$ cat src/rtl/divider_pkg.sv
// Shared types and constants for the 8-bit sequential restoring divider.
package divider_pkg;

  localparam int N = 8;

  typedef enum logic [4:0] {
    IDLE   = 5'd0,
    SHIFT0 = 5'd1,  SHIFT1 = 5'd2,  SHIFT2 = 5'd3,  SHIFT3 = 5'd4,
    SHIFT4 = 5'd5,  SHIFT5 = 5'd6,  SHIFT6 = 5'd7,  SHIFT7 = 5'd8,
    SUB0   = 5'd9,  SUB1   = 5'd10, SUB2   = 5'd11, SUB3   = 5'd12,
    SUB4   = 5'd13, SUB5   = 5'd14, SUB6   = 5'd15, SUB7   = 5'd16,
    HOLD   = 5'd17
  } state_t;

  // Active-low segment pattern {g,f,e,d,c,b,a} for one hex digit
  function automatic logic [6:0] seg7(input logic [3:0] v);
    logic [6:0] s;
    case (v)
      4'h0: s = 7'b1000000;
      4'h1: s = 7'b1111001;
      4'h2: s = 7'b0100100;
      4'h3: s = 7'b0110000;
      4'h4: s = 7'b0011001;
      4'h5: s = 7'b0010010;
      4'h6: s = 7'b0000010;
      4'h7: s = 7'b1111000;
      4'h8: s = 7'b0000000;
      4'h9: s = 7'b0010000;
      4'hA: s = 7'b0001000;
      4'hB: s = 7'b0000011;
      4'hC: s = 7'b1000110;
      4'hD: s = 7'b0100001;
      4'hE: s = 7'b0000110;
      default: s = 7'b0001110;
    endcase
    return s;
  endfunction

endpackage

$ cat src/rtl/div_control.sv
// Sequencer for the divider: IDLE, alternating SHIFT/SUB steps per bit, then HOLD until Execute drops.
module div_control
  import divider_pkg::*;
(
  input  logic clk,
  input  logic rst,
  input  logic execute,
  input  logic clr_load,
  input  logic sw_zero,
  output logic ld_q,
  output logic clr_r,
  output logic shift_en,
  output logic sub_en,
  output logic ld_d,
  output logic dz_set
);

  state_t state, state_nxt;

  always_ff @(posedge clk) begin
    if (rst) state <= IDLE;
    else     state <= state_nxt;
  end

  // SHIFTk and SUBk are 8 codes apart, so stepping is plain offset arithmetic
  always_comb begin
    state_nxt = state;
    if (state == IDLE) begin
      if (execute) state_nxt = sw_zero ? HOLD : SHIFT0;
    end else if (state inside {[SHIFT0:SHIFT7]}) begin
      state_nxt = state_t'(state + 5'd8);
    end else if (state == SUB7) begin
      state_nxt = HOLD;
    end else if (state inside {[SUB0:SUB6]}) begin
      state_nxt = state_t'(state - 5'd7);
    end else if (state == HOLD) begin
      if (!execute) state_nxt = IDLE;
    end else begin
      state_nxt = IDLE;
    end
  end

  always_comb begin
    ld_d     = (state == IDLE) &&  execute && !sw_zero;
    dz_set   = (state == IDLE) &&  execute &&  sw_zero;
    ld_q     = (state == IDLE) && !execute &&  clr_load;
    clr_r    = ld_q || ld_d;
    shift_en = state inside {[SHIFT0:SHIFT7]};
    sub_en   = state inside {[SUB0:SUB7]};
  end

endmodule

$ cat src/rtl/seq_divider_8bit.sv
// Sequential 8-bit unsigned restoring divider: Q/R/D datapath, subtractor and hex decode.
module seq_divider_8bit
  import divider_pkg::*;
(
  input  logic         Clk,
  input  logic         Reset,
  input  logic         ClearR_loadQ,
  input  logic         Execute,
  input  logic [N-1:0] SW,
  output logic [N-1:0] Qval,
  output logic [N-1:0] Rval,
  output logic [6:0]   QhexU,
  output logic [6:0]   QhexL,
  output logic [6:0]   RhexU,
  output logic [6:0]   RhexL,
  output logic         DivZero
);

  logic [N-1:0] q, d;
  logic [N:0]   r;
  logic [N+1:0] diff;
  logic         dz;
  logic         ld_q, clr_r, shift_en, sub_en, ld_d, dz_set;

  div_control u_ctrl (
    .clk      (Clk),
    .rst      (Reset),
    .execute  (Execute),
    .clr_load (ClearR_loadQ),
    .sw_zero  (SW == '0),
    .ld_q     (ld_q),
    .clr_r    (clr_r),
    .shift_en (shift_en),
    .sub_en   (sub_en),
    .ld_d     (ld_d),
    .dz_set   (dz_set)
  );

  // Top bit of the 10-bit difference is the borrow
  assign diff = {1'b0, r} - {2'b00, d};

  always_ff @(posedge Clk) begin
    if (Reset) begin
      q  <= '0;
      r  <= '0;
      d  <= '0;
      dz <= 1'b0;
    end else if (dz_set) begin
      dz <= 1'b1;
      q  <= '1;
      r  <= {1'b0, q};
    end else begin
      if (ld_d) d <= SW;
      if (clr_r) begin
        r  <= '0;
        dz <= 1'b0;
      end
      if (ld_q) q <= SW;
      if (shift_en) begin
        r <= {r[N-1:0], q[N-1]};
        q <= {q[N-2:0], 1'b0};
      end
      if (sub_en && !diff[N+1]) begin
        r    <= diff[N:0];
        q[0] <= 1'b1;
      end
    end
  end

  assign Qval    = q;
  assign Rval    = r[N-1:0];
  assign DivZero = dz;
  assign QhexU   = seg7(q[7:4]);
  assign QhexL   = seg7(q[3:0]);
  assign RhexU   = seg7(r[7:4]);
  assign RhexL   = seg7(r[3:0]);

endmodule

$ cat config.mk
export PLATFORM = sky130hd
export DESIGN_NAME = seq_divider_8bit
export DESIGN_NICKNAME = d
export VERILOG_FILES = /design/src/rtl/divider_pkg.sv /design/src/rtl/div_control.sv /design/src/rtl/seq_divider_8bit.sv
export SDC_FILE = /design/constraint.sdc
export NUM_CORES = 1
export LEC_CHECK = 0
export ABC_AREA = 1
export BUFFER_PORTS_ARGS = -buffer_cell sky130_fd_sc_hd__buf_4
export CAP_MARGIN = 20
export CORE_ASPECT_RATIO = 0.9
export CORE_UTILIZATION = 55
export DETAILED_ROUTE_END_ITERATION = 16
export PLACE_DENSITY = 0.77
export SLEW_MARGIN = 20
export SYNTH_ARGS = -nofsm -noshare
export SYNTH_HDL_FRONTEND = slang
export SYNTH_SLANG_ARGS = --single-unit
$ cat constraint.sdc
create_clock -name Clk -period 7.45 [get_ports Clk]
set_input_delay 0.745 -clock Clk [delete_from_list [all_inputs] [get_ports Clk]]
set_output_delay 0.745 -clock Clk [all_outputs]
set_load 0.1 [all_outputs]
# == Yosys cells after proc, flatten, opt, wreduce, memory -nomap -nowiden ==
# Memory sizes are Yosys's and may differ from the RTL's. A register that Yosys moved wholly into a read port is not among the register bits.
# Index checks and enable logic that the tools add are counted.
# totals
romBits,448
inputBits,12
output_inout_bits,45
wordCells,71
ff_bits,31
mem_count,4
# classes
n_reduce_logical,23
magnitude_cmp,5
bitwise,1
mux,24
n_addsub,3
n_eq_ne,4
# mem_list
memory,words,width,rd,rd_clocked_by_memory_dff,write_ports,line_no,source
(no name shown),16,7,1,1,0,divider_pkg.sv:18,case (v)
(no name shown),16,7,1,1,0,divider_pkg.sv:18,
(no name shown),16,7,1,0,0,divider_pkg.sv:18,
(no name shown),16,7,1,1,0,divider_pkg.sv:18,
# op_table
op,count
$mux 5,8
$mux 8,4
$mux 9,3
$mux 4,6
$eq 5x5->1 const B,2
$le 5x4->1 const B,2
$sub 9x8->10,1
$logic_and 1x1->1,9
$logic_not 8->1,1
$reduce_bool 4->1,2
$ne 6x4->1 const B,1
$reduce_bool 3->1,2
$add 5x4->5 const B,1
$ge 5x1->1 const B,1
$ge 5x4->1 const B,1
$le 5x5->1 const B,1
$logic_not 5->1,1
$sub 5x3->5 const B,1
$reduce_and 2->1,2
$logic_not 1->1,3
$mux 1,3
$ne 2x2->1 const B,1
$reduce_bool 2->1,1
$reduce_or 2->1,1
2 further kinds,2

# == Depth between registers and ports, before layout ==
# Gate-level depths: netlist of the first run.
# logic_depth
ltp_word,10
mapped_depth,23
mapped_depth_nobuf,22

# == Cells and area by module ==
# A second synthesis of the first run with hierarchy kept.
# unflattened
hier_cells,599
hier_area_um2,3966.3
# modules_own_cells
module,n_inst,area_each_um2,cells_per_inst
seq_divider_8bit,1,3337.0,505
div_control,1,629.4,94

# == Worst setup path before layout of the first run ==
# Ideal clock, no wire load.
# synth_timing
path_kind,register to output
start,reg q[3] (netlist: Qval[3])
end,out QhexL[4]
setup_slack_ns,2.877
n_path_buf,0
required_time_ns,6.705
path_stages_with_launch,3
arrival_time_ns,3.828
cell_sequence,dfxtp_1 > clkinv_1 > o31ai_1
# synth_between
elab_chain_cells,1
# synth_lines
item,line_no,source
from (decl),seq_divider_8bit.sv:19,"logic [N-1:0] q, d;"
from (signal assigned),seq_divider_8bit.sv:61,"q <= {q[N-2:0], 1'b0};"
$mem_v2 16x7,-,
to (decl),seq_divider_8bit.sv:13,"output logic [6:0] QhexL,"
# Every way passes these cells.

# == Worst setup path in the final report of the first run ==
# layout_timing
start,reg r[4]
end,reg RhexU[3] (netlist name)
# layout_between
elab_chain_cells,7
# layout_lines
item,line_no,source
from (decl),seq_divider_8bit.sv:20,logic [N:0] r;
from (signal assigned),seq_divider_8bit.sv:51,"r <= {1'b0, q};"
from (signal assigned),seq_divider_8bit.sv:60,"r <= {r[N-1:0], q[N-1]};"
from (signal assigned),seq_divider_8bit.sv:64,r <= diff[N:0];
$sub 9x8->10,seq_divider_8bit.sv:40,"assign diff = {1'b0, r} - {2'b00, d};"
$logic_not 1->1,seq_divider_8bit.sv:63,if (sub_en && !diff[N+1]) begin
$logic_and 1x1->1,seq_divider_8bit.sv:63,
$mux 9,seq_divider_8bit.sv:63,
$mux 8,seq_divider_8bit.sv:48,end else if (dz_set) begin
$mux 4 (no source line) (*) (2 in series),-,
# Every way passes the cells marked *; elsewhere a longest branch is shown, timed or not.
# A chain may end at the register's enable or synchronous reset.

==> results.md, run 1 <==
- Status: finished clean
- WS Path Type: flop to flop
- Setup TNS: 0 ns
- Layout cells sized above 1: 16.4%
- DRC Markers: 0
- Tightest Pin Transition: about 1 ns
- Req. time, crit path: 7.67 ns
- Initial core utilization: 57.6%
- CTS Sinks: 52
- DRT iter0 DRCs: 169
- Gpl congestion: 0.914
- CTS H-tree lvls: 2
- Synthesized instance count: 576
- Worst path slowest cell: dfxtp_1
- Initial antenna violation count: 0
- Row cnt: 28
- Clock Skews: 0.0118 ns
- CTS resizes: 0
- Final setup fails: 0
- Slew Limit Fails: 0
- FF+latch count, synth: 52
- Vias in the first global route: 3,346
- RR Startpoint: r[4]
- Post-route core utilization: 65.1%
- Max stage delay on crit path: 0.47 ns
- Final WL: 9380 um
- Synth Flop Type: dfxtp_1
- Register area share after synthesis: approximately 27%
- Max Buffers Root-to-Sink: 2
- Most used cell, CP: nand2_1
- Worst hold start: u_ctrl.state[1]
- R2R cell count: 15
- Detailed placement HPWL: 7180 um
- Port bufs: 56
- Post-synth EDFFs: 0
- Final #Nets: 670
- Hold_buf cts: 0
- Cts bufs inserted: 5
- Tmin final: between 3 and 4 ns
- HP Class: flop to flop
- Worst-skew pair later-pin latency: just over 0.3 ns
- CP startpoint kind: flop
- # IOs: 57
- Critical path launch point: r[4]
- Fmax: approximately 310 MHz
- Worst-path cell chain: ha_1, a21oi_1, nand2_1, nand2_1, nand3_2, nand2_4, nand2_2, nor2_4, nand2_1, a21oi_1, inv_1, ha_1, nand3b_1, nand3_1, nand2_1
- Crit path DAT: 3.44 ns
- Placed Instances: 703
- Mean area per synthesized cell: between 6 and 7 um2
- CTS tree: built
- Die H: 81.2 um
- Final hold vios: 0
- Post-synth ARST share: 0%
- YS warnings: 0
- Vias per std cell: 5.23
- Die footprint: 7310 um2
- RSZ-0062 raised after global routing: false
- Root Buffer: clkbuf_8
- Post-CTS Setup Bufs: 0
- Hold WS: 0.502 ns
- DR WL/cell: 13.2 um
- Synthesized cell area: 3830 um2
- Die width: 90.0 um
- Antenna Violating Nets Remaining: 0
- Maxcap violations: 0
- Total congestion overflow: 0
- Max-slew headroom: 32.9%
- Total GRT Usage: 26.5%
- Most common cell after layout, fill and taps aside: nand2_1
- Core area: 6660 um2
- Critical Path End Type: flop
- Drt pass-1 iters: 5
- Clock Pin Slew Worst Setup and Hold Paths: 0.10 ns
- Syn_nets: 626
- Syn-to-layout area delta: 13.0%
- Maximum fanout along the worst path: 14
- Via count of the routed design: between 3k and 4k
- Hold depth: 2
- First-pass GRT wire length: between 15,000 and 20,000 um
- Non-filler cells, final: 711
- Commonest non-fill, non-tap cells in the layout: nand2_1 (167), inv_1 (70), buf_4 (56), nand3_1 (54), dfxtp_1 (52)
- Largest net degree at the start of global routing: 31
- Antenna diode count: 0
- Unique masters post-synth: 38
- Period utilisation layout: between 40 and 50%
## metal layers
layer	global-route usage [%]	wire, um	vias to the layer above
li1	-	-	1925
met3	4.87	533	22
met2	44.0	4060	100
met5	0	0	-
met1	34.8	4560	1668
met4	9.52	235	0
## cells by family (layout without fill, tap and decap cells)
group	Yosys count	count (layout)	share of synthesized area (%)
XOR/XNOR	2	2	0.457
AND/OR/NAND/NOR	301	301	36.4
AO/OA/AOI/OAI	84	84	12.2
flip-flops	52	52	27.2
adder cells (fa/ha/maj)	38	38	12.6
buffers and inverters	99	144	11.1
## synthesized netlist by cell type (2+ instances only)
cell type	n	area share, %
nor2_2	3	0.49
buf_2	3	0.39
o31ai_1	2	0.39
nor2_1	40	3.9
buf_4	9	1.8
inv_1	70	6.9
a221oi_1	3	0.69
inv_2	8	0.78
buf_6	2	0.59
nand3_1	54	7.1
nand2_4	6	1.8
nand2_2	8	1.3
or2_0	2	0.33
dfxtp_1	52	27
ha_1	37	12
nor3_1	2	0.26
a31oi_1	3	0.49
o211ai_1	3	0.59
nand3_2	2	0.52
nand4_1	4	0.65
a21oi_1	34	4.4
o21ai_0	29	3.8
o21ai_1	7	0.91
nor2_4	5	1.5
clkbuf_1	5	0.49
nand3b_1	5	0.98
nand2_1	167	16
## layout make-up
type | count | area (um2)
clock inverters | 2 | 16.3
multi-input cells | 425 | 2360
inverters | 80 | 303
well taps | 90 | 113
fillers | 623 | 2330
repair buffers | 56 | 420
flip-flops and latches | 52 | 1040
clock buffers | 6 | 72.6
## final timing paths
path | end | slack [ns]
worst max-delay path | RhexU[3] | 4.23
worst min-delay path | u_ctrl.state[1] | 0.50
worst max register to register | RhexU[3] | 4.23
worst min register to register | u_ctrl.state[1] | 0.50
## worst max-delay path: cells and delay by family (launching register included)
family / cells / cell delay [ns]
AOI/OAI and AO/OA: 2 / 0.57
adders and majority gates: 2 / 0.61
buffers and inverters: 1 / 0.15
DFF: 1 / 0.47
and+or+nand+nor: 10 / 1.34
## sequential cells by signal, indices dropped and copies added (netlist names)
name,flops
u_ctrl.state,5
r,9
d,8
RhexU,7
DivZero,1
RhexL,7
Qval,8
QhexU,7
## stage by stage
stage / setup slack, ns / instance area [um2]
after floorplan: 2.88 / 3830
after global placement: 4.18 / 4240
after detailed placement: 4.04 / 4240
after CTS: 4.28 / 4330
after global routing: 4.00 / 4330
final: 4.23 / 4330
Power of run 1 is left out: the tool's default activity adds up to more than one toggle a clock period on the data nets, which glitch-free logic cannot reach.
==> run 2: changes to the inputs <==
==> constraint.sdc (replaced) <==
create_clock -name Clk -period 3.1 [get_ports Clk]
set_input_delay 0.31 -clock Clk [delete_from_list [all_inputs] [get_ports Clk]]
set_output_delay 0.31 -clock Clk [all_outputs]
set_load 0.1 [all_outputs]
==> results.md, run 2 (same netlist as run 1, synthesis figures left out) <==
- Tightest Pin Transition: 0.497 ns (-0.508 ns)
- Final WL: 9320 um (-0.71%)
- DRT iter0 DRCs: 264 (+56%)
- RSZ-0062 raised after global routing: false
- Worst-path cell chain: inv_1, ha_1, nand2_2, a21oi_4, nand2_4, buf_4, nand2_1, nand3_1, nand2_1, nand2_1, nand2_1, inv_1, ha_1, nand3b_1, nand3_1, nand2_1
- Initial antenna violation count: 0 (unchanged)
- Total GRT Usage: 26.5% (+0.079 points)
- Gpl congestion: 0.920 (+0.63%)
- Post-CTS Setup Bufs: 0 (unchanged)
- Tmin final: 2.83 ns (-0.389 ns)
- Setup TNS: 0 ns (unchanged)
- Root Buffer: clkbuf_8
- Placed Instances: 714 (+1.6%)
- FF+latch area: 1040 um2 (+0.24%)
- Final hold vios: 0 (unchanged)
- Non-filler cells, final: 721 (+1.4%)
- Post-layout worst setup margin: 0.268 ns (-3.96 ns)
- Antenna Violating Nets Remaining: 0 (unchanged)
- DRC Markers: 0 (unchanged)
- Clock Skews: 0.00881 ns (-0.00296 ns)
- Detailed placement HPWL: 7310 um (+1.9%)
- Final #Nets: 681 (+1.6%)
- First-pass GRT wire length: 15,700 um (+0.31%)
- Max stage delay on crit path: 0.33 ns (-0.14 ns)
- Most common cell after layout, fill and taps aside: nand2_1
- Max Buffers Root-to-Sink: 2 (unchanged)
- Syn-to-layout area delta: 16.3%
- Maxcap violations: 0 (unchanged)
- Maximum fanout along the worst path: 10 (-4)
- CTS tree: built
- Pre-CTS setup slack: 0.193 ns (-3.84 ns)
- Port bufs: 56 (unchanged)
- Die width: 90.0 um (unchanged)
- Cts bufs inserted: 5 (unchanged)
- Die footprint: 7310 um2 (unchanged)
- Critical Path End Type: flop
- Vias per std cell: 5.11 (-2.1%)
- Largest net degree at the start of global routing: 18 (-42%)
- Req. time, crit path: 3.31 ns (-4.36 ns)
- Most used cell, CP: nand2_1
- Fmax: 353 MHz (+14%)
- Layout cells sized above 1: 19.7% (+3.2 points)
- Period utilisation layout: 91.4% (+48 points)
- CTS H-tree lvls: 2 (unchanged)
- Final setup fails: 0 (unchanged)
- Vias in the first global route: 3,362 (+0.48%)
- Slew Limit Fails: 0 (unchanged)
- Clock Pin Slew Worst Setup and Hold Paths: 0.09 ns (about the same)
- Antenna diode count: 0 (unchanged)
- Worst-skew pair later-pin latency: 0.30 ns (about the same)
- Total congestion overflow: 0 (unchanged)
- Row cnt: 28 (unchanged)
- Core area: 6660 um2 (unchanged)
- Die H: 81.2 um (unchanged)
- Reg with most FFs: r
- WS Path Type: flop to flop
- Commonest non-fill, non-tap cells in the layout: nand2_1 (166), inv_1 (70), buf_4 (67), nand3_1 (54), dfxtp_1 (50)
- CTS Sinks: 52 (unchanged)
- Initial core utilization: 57.6% (unchanged)
- Worst path slowest cell: a21oi_4
- Status: finished clean
- Hold WS: 0.308 ns (-0.194 ns)
- CP startpoint kind: flop
- Number of flip-flops under the largest register name: 9 (unchanged)
- DR WL/cell: 12.9 um (-2.1%)
- Max-slew headroom: 66.8% (+34 points)
- Drt pass-1 iters: 4 (-1)
- Multi-input combinational cell area: 2400 um2 (+1.7%)
- HP Class: input port to flop
- # IOs: 57 (unchanged)
- Crit path DAT: 3.04 ns (-0.40 ns)
- Fill cell count: 612 (-1.8%)
- Via count of the routed design: 3,687 (-0.75%)
## run 2: cell count changes in the layout (fill, tap and decap cells not counted), moves of 2 or more
cell,change
a21oi_1,-4
a21oi_2,+4
buf_4,+11
dfxtp_1,-2
dfxtp_2,+2
nor2_1,-2
nor2_2,+2
## run 2: worst max-delay path: cells and delay by family, from the launching register on
kind	cells	cell delay, ns
AND/OR/NAND/NOR	10	0.99
AO/OA/AOI/OAI	1	0.33
buffers and inverters	3	0.53
flip-flops	1	0.31
adder cells (fa/ha/maj)	2	0.57
## run 2: layout make-up
class | instances | share of cell area [%]
Multi-Input combinational cell | 425 | 53.9
Sequential cell | 52 | 23.4
Timing Repair Buffer | 67 | 11.3
Inverter | 80 | 6.79
Tap cell | 90 | 2.53
Clock buffer | 6 | 1.85
Clock inverter | 1 | 0.196
## run 2: final timing paths
kind / depth (start not counted) / slack, ns / startpoint / endpoint
worst max-delay path: 16 / 0.27 / u_ctrl.state[4] / RhexU[3]
worst min register to register: 2 / 0.47 / d[2] / d[2]
worst max register to register: 16 / 0.27 / u_ctrl.state[4] / RhexU[3]
worst min-delay path: 3 / 0.31 / SW[0] / d[0]
## run 2: routing by layer
metal	global-route usage, %	wire length (um)
met4	8.39	176
met2	45.2	4220
met3	4.21	599
met1	34.8	4320
met5	0	0
## run 2: repair_timing
item,4_1_cts,5_1_grt
gates resized for setup,0,7
hold buffers,0,0
setup endpoints to repair,0,7
endpoints found under the hold margin,0,0
## run 2: per-stage QoR
step	cell area, um2	util [%]
final	4460	67.0
after global routing	4460	67.0
after CTS	4430	66.6
after detailed placement	4340	65.2
after global placement	4340	65.2
after floorplan	3850	-
Power of run 2 is left out for the same reason.
